--- src/rtl/fpu_issue_queue.sv ---
// fpu_issue_queue: FP instruction issue queue with valid/ready issue to the FPU.
// Define FPU_IQ_SCOREBOARD_EN to build the FMA/div-sqrt hazard scoreboard.
module fpu_issue_queue #(
    parameter int DEPTH   = 4,
    parameter int FMA_LAT = 3
) (
    input  logic                       clock,
    input  logic                       reset_n,
    input  logic                       io_enq_valid,
    output logic                       io_enq_ready,
    input  logic [31:0]                io_enq_inst,
    input  logic [13:0]                io_enq_sigs,
    output logic                       io_deq_valid,
    input  logic                       io_deq_ready,
    output logic [31:0]                io_deq_inst,
    output logic [13:0]                io_deq_sigs,
    input  logic                       io_divsqrt_done,
    input  logic                       io_kill,
    output logic [$clog2(DEPTH+1)-1:0] io_count
);
    localparam int AW = $clog2(DEPTH);
    localparam int CW = $clog2(DEPTH + 1);

    logic [31:0]   inst_q [DEPTH];
    logic [13:0]   sigs_q [DEPTH];
    logic [AW-1:0] head, tail;
    logic          enq, deq, stall;

    assign io_enq_ready = io_count < CW'(DEPTH);
    assign enq          = io_enq_valid && io_enq_ready && !io_kill;
    assign io_deq_inst  = inst_q[head];
    assign io_deq_sigs  = sigs_q[head];
    assign io_deq_valid = (io_count != '0) && !stall && !io_kill;
    assign deq          = io_deq_valid && io_deq_ready;

    always_ff @(posedge clock or negedge reset_n) begin
        if (!reset_n) begin
            head     <= '0;
            tail     <= '0;
            io_count <= '0;
            for (int i = 0; i < DEPTH; i++) begin
                inst_q[i] <= '0;
                sigs_q[i] <= '0;
            end
        end else if (io_kill) begin
            head     <= '0;
            tail     <= '0;
            io_count <= '0;
        end else begin
            if (enq) begin
                inst_q[tail] <= io_enq_inst;
                sigs_q[tail] <= io_enq_sigs;
                tail         <= tail + AW'(1);
            end
            if (deq)
                head <= head + AW'(1);
            io_count <= io_count + CW'(enq) - CW'(deq);
        end
    end

`ifdef FPU_IQ_SCOREBOARD_EN
    logic        fma_v  [FMA_LAT];
    logic [4:0]  fma_rd [FMA_LAT];
    logic        ds_busy, ds_wen;
    logic [4:0]  ds_rd;
    logic [31:0] pend;
    logic [4:0]  rs1, rs2, rs3, rd;
    logic        is_ds;

    assign rs1   = io_deq_inst[19:15];
    assign rs2   = io_deq_inst[24:20];
    assign rs3   = io_deq_inst[31:27];
    assign rd    = io_deq_inst[11:7];
    assign is_ds = io_deq_sigs[2] | io_deq_sigs[1];

    // One-hot view of every register with a result still in flight
    always_comb begin
        pend = '0;
        for (int i = 0; i < FMA_LAT; i++)
            if (fma_v[i]) pend[fma_rd[i]] = 1'b1;
        if (ds_busy && ds_wen) pend[ds_rd] = 1'b1;
    end

    assign stall = (io_deq_sigs[12] & pend[rs1]) | (io_deq_sigs[11] & pend[rs2]) |
                   (io_deq_sigs[10] & pend[rs3]) | (io_deq_sigs[13] & pend[rd])  |
                   (is_ds & ds_busy);

    always_ff @(posedge clock or negedge reset_n) begin
        if (!reset_n) begin
            for (int i = 0; i < FMA_LAT; i++) begin
                fma_v[i]  <= 1'b0;
                fma_rd[i] <= '0;
            end
            ds_busy <= 1'b0;
            ds_wen  <= 1'b0;
            ds_rd   <= '0;
        end else begin
            fma_v[0]  <= deq && io_deq_sigs[3] && io_deq_sigs[13];
            fma_rd[0] <= rd;
            for (int i = 1; i < FMA_LAT; i++) begin
                fma_v[i]  <= fma_v[i-1];
                fma_rd[i] <= fma_rd[i-1];
            end
            if (deq && is_ds) begin
                ds_busy <= 1'b1;
                ds_rd   <= rd;
                ds_wen  <= io_deq_sigs[13];
            end else if (io_divsqrt_done) begin
                ds_busy <= 1'b0;
            end
        end
    end
`else
    logic unused_ok;

    assign stall     = 1'b0;
    assign unused_ok = io_divsqrt_done | (FMA_LAT == 0);
`endif
endmodule

--- config.mk ---
export PLATFORM = sky130hd
export DESIGN_NAME = fpu_issue_queue
export DESIGN_NICKNAME = d
export VERILOG_FILES = /design/src/rtl/fpu_issue_queue.sv
export SDC_FILE = /design/constraint.sdc
export NUM_CORES = 1
export LEC_CHECK = 0
export ABC_AREA = 0
export BUFFER_PORTS_ARGS = -buffer_cell sky130_fd_sc_hd__buf_2
export CAP_MARGIN = 20
export CORE_ASPECT_RATIO = 1.4
export CORE_UTILIZATION = 40
export CTS_CLUSTER_SIZE = 16
export DETAILED_ROUTE_END_ITERATION = 7
export REMOVE_ABC_BUFFERS = 1
export SLEW_MARGIN = 20
export SYNTH_ARGS = -nofsm -noshare
export SYNTH_HDL_FRONTEND = slang
export SYNTH_SLANG_ARGS = --single-unit
--- constraint.sdc ---
create_clock -name clock -period 2.5 [get_ports clock]
set_input_delay 0.125 -clock clock [delete_from_list [all_inputs] [get_ports clock]]
set_output_delay 0.125 -clock clock [all_outputs]
set_load 0.005 [all_outputs]
## Yosys cells after proc, flatten, opt, wreduce, memory -nomap -nowiden

Cells that the tools add are included.

| storage, ports and cells | value |
|---|---|
| input port bits | 52 |
| flip-flop bits (word level) | 191 |
| output and inout port bits | 51 |

| operators by class | value |
|---|---|
| bitwise logic cells | 3 |
| reductions and logical operators | 10 |
| muxes and demuxes | 17 |
| $lt $le $gt $ge | 4 |
| add/sub/neg operators | 4 |

Operators by type and width:

| operator | number |
|---|---|
| $bwmux 128 | 1 |
| $mux 32 | 3 |
| $bmux 32 s2 | 1 |
| $demux 32 s2 | 1 |
| $bwmux 56 | 1 |
| $mux 14 | 3 |
| $bmux 14 s2 | 1 |
| $demux 14 s2 | 1 |
| $mux 2 | 4 |
| $ge 3x3->1 const B | 2 |
| $not 2->3 | 2 |
| $logic_and 1x1->1 | 5 |
| $add 2x1->2 const B | 2 |
| $reduce_bool 2->1 | 2 |
| $add 3x1->3 | 1 |
| $lt 3x1->1 const B | 1 |
| $lt 3x3->1 const B | 1 |
| $mux 3 | 1 |
| $reduce_bool 3->1 | 1 |
| $sub 3x1->3 | 1 |
| $reduce_and 2->1 | 1 |
| $logic_not 1->1 | 1 |
| $not 1->1 | 1 |

## Depth between registers and ports, before layout

| depth | value |
|---|---|
| depth in word-level cells | 6 |
| mapped depth | 9 |

## Worst setup path after synthesis

OpenSTA, ideal clock, no wires.

| path | value |
|---|---|
| path type | register to register |
| from | register io_count[2] |
| to | register io_count[2] |
| arrival time | 1.929 ns |
| path buffers | 0 |
| clock period less this slack | 2.050 ns |
| slack | 0.450 ns |
| stages on the path, launching flop included | 10 |
| library setup time | 0.121 ns |
| cell sequence | dfrtp_1 o31ai_1 nor2_1 ha_1 inv_1 ha_1 inv_1 fa_1 xnor2_1 nor2_1 |

| on the way | value |
|---|---|
| cells in the longest elaborated chain, start to end | 6 |
| elaborated cells between the ends (all ways) | 9 |

Ends and longest elaborated chain:

| element | RTL line | RTL |
|---|---|---|
| from (decl) | 19 | `output logic [$clog2(DEPTH+1)-1:0] io_count` |
| from (signal assigned) | 57 | `io_count <= io_count + CW'(enq) - CW'(deq);` |
| $lt 3x3->1 | 29 | `assign io_enq_ready = io_count < CW'(DEPTH);` |
| $logic_and 1x1->1 (2 in series) | 30 | `assign enq = io_enq_valid && io_enq_ready && !io_kill;` |
| $add 3x1->3 | 57 |  |
| $sub 3x1->3 * | 57 |  |
| $mux 3 * | 45 | `end else if (io_kill) begin` |

Mark *: on every way between the ends. The rest lies on a longest branch, timed or not.
A chain may end at the register's enable or synchronous reset.

## Final worst setup path

| path | value |
|---|---|
| from | register head[0] |
| to | output io_deq_inst[24] |

| on the way | value |
|---|---|
| cells in the longest elaborated chain, start to end | 4 |

Ends and longest elaborated chain:

| element | RTL line | RTL |
|---|---|---|
| from (decl) | 26 | `logic [AW-1:0] head, tail;` |
| from (signal assigned) | 56 | `head <= head + AW'(1);` |
| $not 2->3 (not written as such) | 31 | `assign io_deq_inst = inst_q[head];` |
| $bmux 32 s2 | 31 |  |
| $mux 32 (not written as such) (2 in series) | 31 |  |
| to (decl) | 15 | `output logic [31:0] io_deq_inst,` |

No other way between the ends. The select of a mux whose other input is x is not followed.

==> results.tsv <==
stage	metric	value	unit
timing	slew_headroom	0.670	
timing	finalHoldViolations	0	
floorplan	die_x	129	um
critical_path	crit_family	flip-flops	
timing	tightest_slew	495	ps
floorplan	rows	64	
timing	drv_slew	0	
yosys	yosysSeqAreaShare	0.526	
power	sw_frac_of_total	0.268	
power	seq_power_share	0.415	
yosys	synthFlopType	dfrtp_1	
critical_path	cp_num_buf_inv	2	
clock_network	clk-insertion-delay-late	440	ps
finish	fillers	1872	
critical_path	worstPathCellList	buf_4, mux4_2, buf_2	
clock_network	h-tree-depth	4	
grt	grt_pass1_vias	5465	
critical_path	cp-end-kind	output port	
critical_path	slowest_stage	dfrtp_4	
floorplan	initial_core_util	0.411	
clock_network	clk_pin_slew	70	ps
route	viasPerCell	5.02	
finish	final_util	0.498	
timing	finalCriticalPeriod	2240	ps
yosys	synth_area_per_cell	18.6	sq um
power	total_power	12.9	mW
clock_network	clkSinkCount	191	
job	drv_cap	0	
critical_path	max_stage_delay	640	ps
critical_path	cp_max_fo	16	
yosys	synth_cells	489	
clock_network	root_buffer	clkbuf_16	
yosys	syn_area	0.00908	sq mm
clock_network	cts_tree	built	
min_path	hold_path.class	primary input to flip-flop	
grt	antenna_found_initial	0	
floorplan	io_pins	103	
grt	grt_max_degree	84	
placement	port_buffers	101	
clock_network	cts.path.max_buffers	2	
yosys	synthDistinctLibCells	25	
run_status	outcome	completed	
route	drcViolationCount	0	
floorplan	die_y	180	um
placement	place_hpwl	11500	um
power	clkPwrFrac	0.236	
placement	gp_congestion	0.693	
power	power_density	1170	mW/mm^2
critical_path	worstPathRequired	2380	ps
critical_path	cp-start-kind	flip-flop	
route	first_iter_violations	206	
critical_path	path_class	flip-flop to output port	
floorplan	die_area	0.0233	sq mm
finish	nets	697	
timing	hold_slack	70.2	ps
yosys	synth_edf_count	0	
finish	mostFrequentLayoutCell	dfrtp_1	
timing	finalSetupViolCount	0	
floorplan	core	0.0221	sq mm
grt	track_usage	0.177	
finish	area_delta_synth_final	21.2	%
route	wire_per_inst	20.0	um
route	routed_wl	19000	um
clock_network	numCtsBuffers	17	
route	num_vias	4762	
finish	mostFrequentLayoutCells	dfrtp_1, mux2_4, buf_2	
power	comb_power_share	0.349	
grt	grt_pass1_wl	31000	um
grt	grt-ovfl-total	0	
timing	fin_worst_skew	10.0	ps
critical_path	arrival	2110	ps
route	dr.pass1.iters	4	
yosys	ys_seq_elements	191	
timing	timing.fmax	0.447	GHz
timing	rsz0062_at_grt	false	
power	p_switching	3.46	mW
power	cell_internal_pwr	9.44	mW
finish	drive_above_1_share	0.588	
finish	antennaDiodeCount	0	
yosys	async_flop_share	1.00	
timing	fin_crit_sh	0.895	
power	vdd_ir_drop_max	560	uV
yosys	ys_warn_count	0	
route	ant_nets	0	
power	power.leakage	5.00	nW
[power groups by stage]
stage | Combinational [mW] | Sequential [mW] | Clock, mW
2_1_floorplan | 3.22 | 5.16 | 0
3_3_place_gp | 4.38 | 5.23 | 0
3_5_place_dp | 4.50 | 5.39 | 0
4_1_cts | 4.59 | 5.36 | 3.12
5_1_grt | 4.85 | 5.52 | 3.26
6_report | 4.50 | 5.35 | 3.05
[cells by family (layout without fill, tap and decap cells)]
logic type | Yosys count | count (layout) | share of synthesized area
flip-flops | 191 | 191 | 0.526
buffers and inverters | 37 | 199 | 0.0376
adder cells (fa/ha/maj) | 7 | 7 | 0.0105
XOR/XNOR | 5 | 5 | 0.00482
AO/OA/AOI/OAI | 2 | 2 | 0.00179
multiplexers | 231 | 231 | 0.409
AND/OR/NAND/NOR | 16 | 16 | 0.00992
[state kept, by name, indices dropped and copies added (netlist names)]
register and cells:
sigs_q 56, io_count 3, inst_q 128, tail 2, head 2
[metrics by stage]
stage / TNS (ps) / setup slack, ps / area, sq um / instances
after floorplan: -72880 / -423 / 8770 / 458
after global placement: 0 / 377 / 9870 / 868
after detailed placement: 0 / 288 / 9870 / 868
after CTS: 0 / 170 / 11000 / 948
after global routing: 0 / 107 / 11000 / 948
final: 0 / 262 / 11000 / 948
[cells in the mapped netlist, types with 2 or more instances]
cell type	n	area, sq um
xnor2_1	2	17.5
ha_1	6	75.1
nor2_1	8	30.0
inv_1	6	22.5
mux2_4	160	2400
dfrtp_1	191	4780
buf_1	2	7.51
mux2_2	24	270
xor2_1	3	26.3
buf_2	5	25.0
buf_6	16	180
buf_12	4	80.1
buf_4	3	22.5
mux4_2	46	1040
and2_1	3	18.8
[metal layers]
layer / global-route usage / wire (um) / part of all wire
met1: 0.230 / 8400 / 0.44
met2: 0.290 / 9630 / 0.51
met3: 0.0377 / 645 / 0.034
met4: 0.0631 / 325 / 0.017
met5: 0 / 0 / 0
[path summary, 6_finish.rpt]
check / to / cells past startpoint / slack, ps / startpoint
min reg2reg: sigs_q[28]$_DFFE_PN0P_ / 1 / 500 / sigs_q[28]$_DFFE_PN0P_
max: io_deq_inst[24] / 3 / 260 / head[0]$_DFFE_PN0P_
max in group asynchronous: inst_q[79]$_DFFE_PN0P_ / 3 / 1540 / reset_n
min: head[0]$_DFFE_PN0P_ / 4 / 70 / io_deq_ready
max reg2reg: io_count[2]$_DFF_PN0_ / 9 / 300 / io_count[2]$_DFF_PN0_
min in group asynchronous: inst_q[30]$_DFFE_PN0P_ / 2 / 170 / reset_n
[worst min-delay path, stage by stage]
cell and delay [ps]:
buf_2 110, o31ai_1 90, xor2_1 70, nor2_1 70
[layout make-up]
cell class	instances	area (sq um)	share of cell area
multi-input cells	261	3980	0.361
inverters	6	22.5	0.00205
well taps	297	372	0.0337
clock inverters	13	209	0.0190
flip-flops and latches	191	4780	0.435
clock buffers	19	453	0.0411
repair buffers	161	1190	0.109
[timing repair]
| item | 4_1_cts | 5_1_grt |
|---|---|---|
| resized for setup | 0 | 0 |
| endpoints found under the hold margin | 229 | 0 |
| endpoints found under the setup margin | 0 | 0 |
| hold buffers | 48 | 0 |
| buffers inserted | 0 | 0 |
Note: power is estimated with default switching activity, not from simulation.
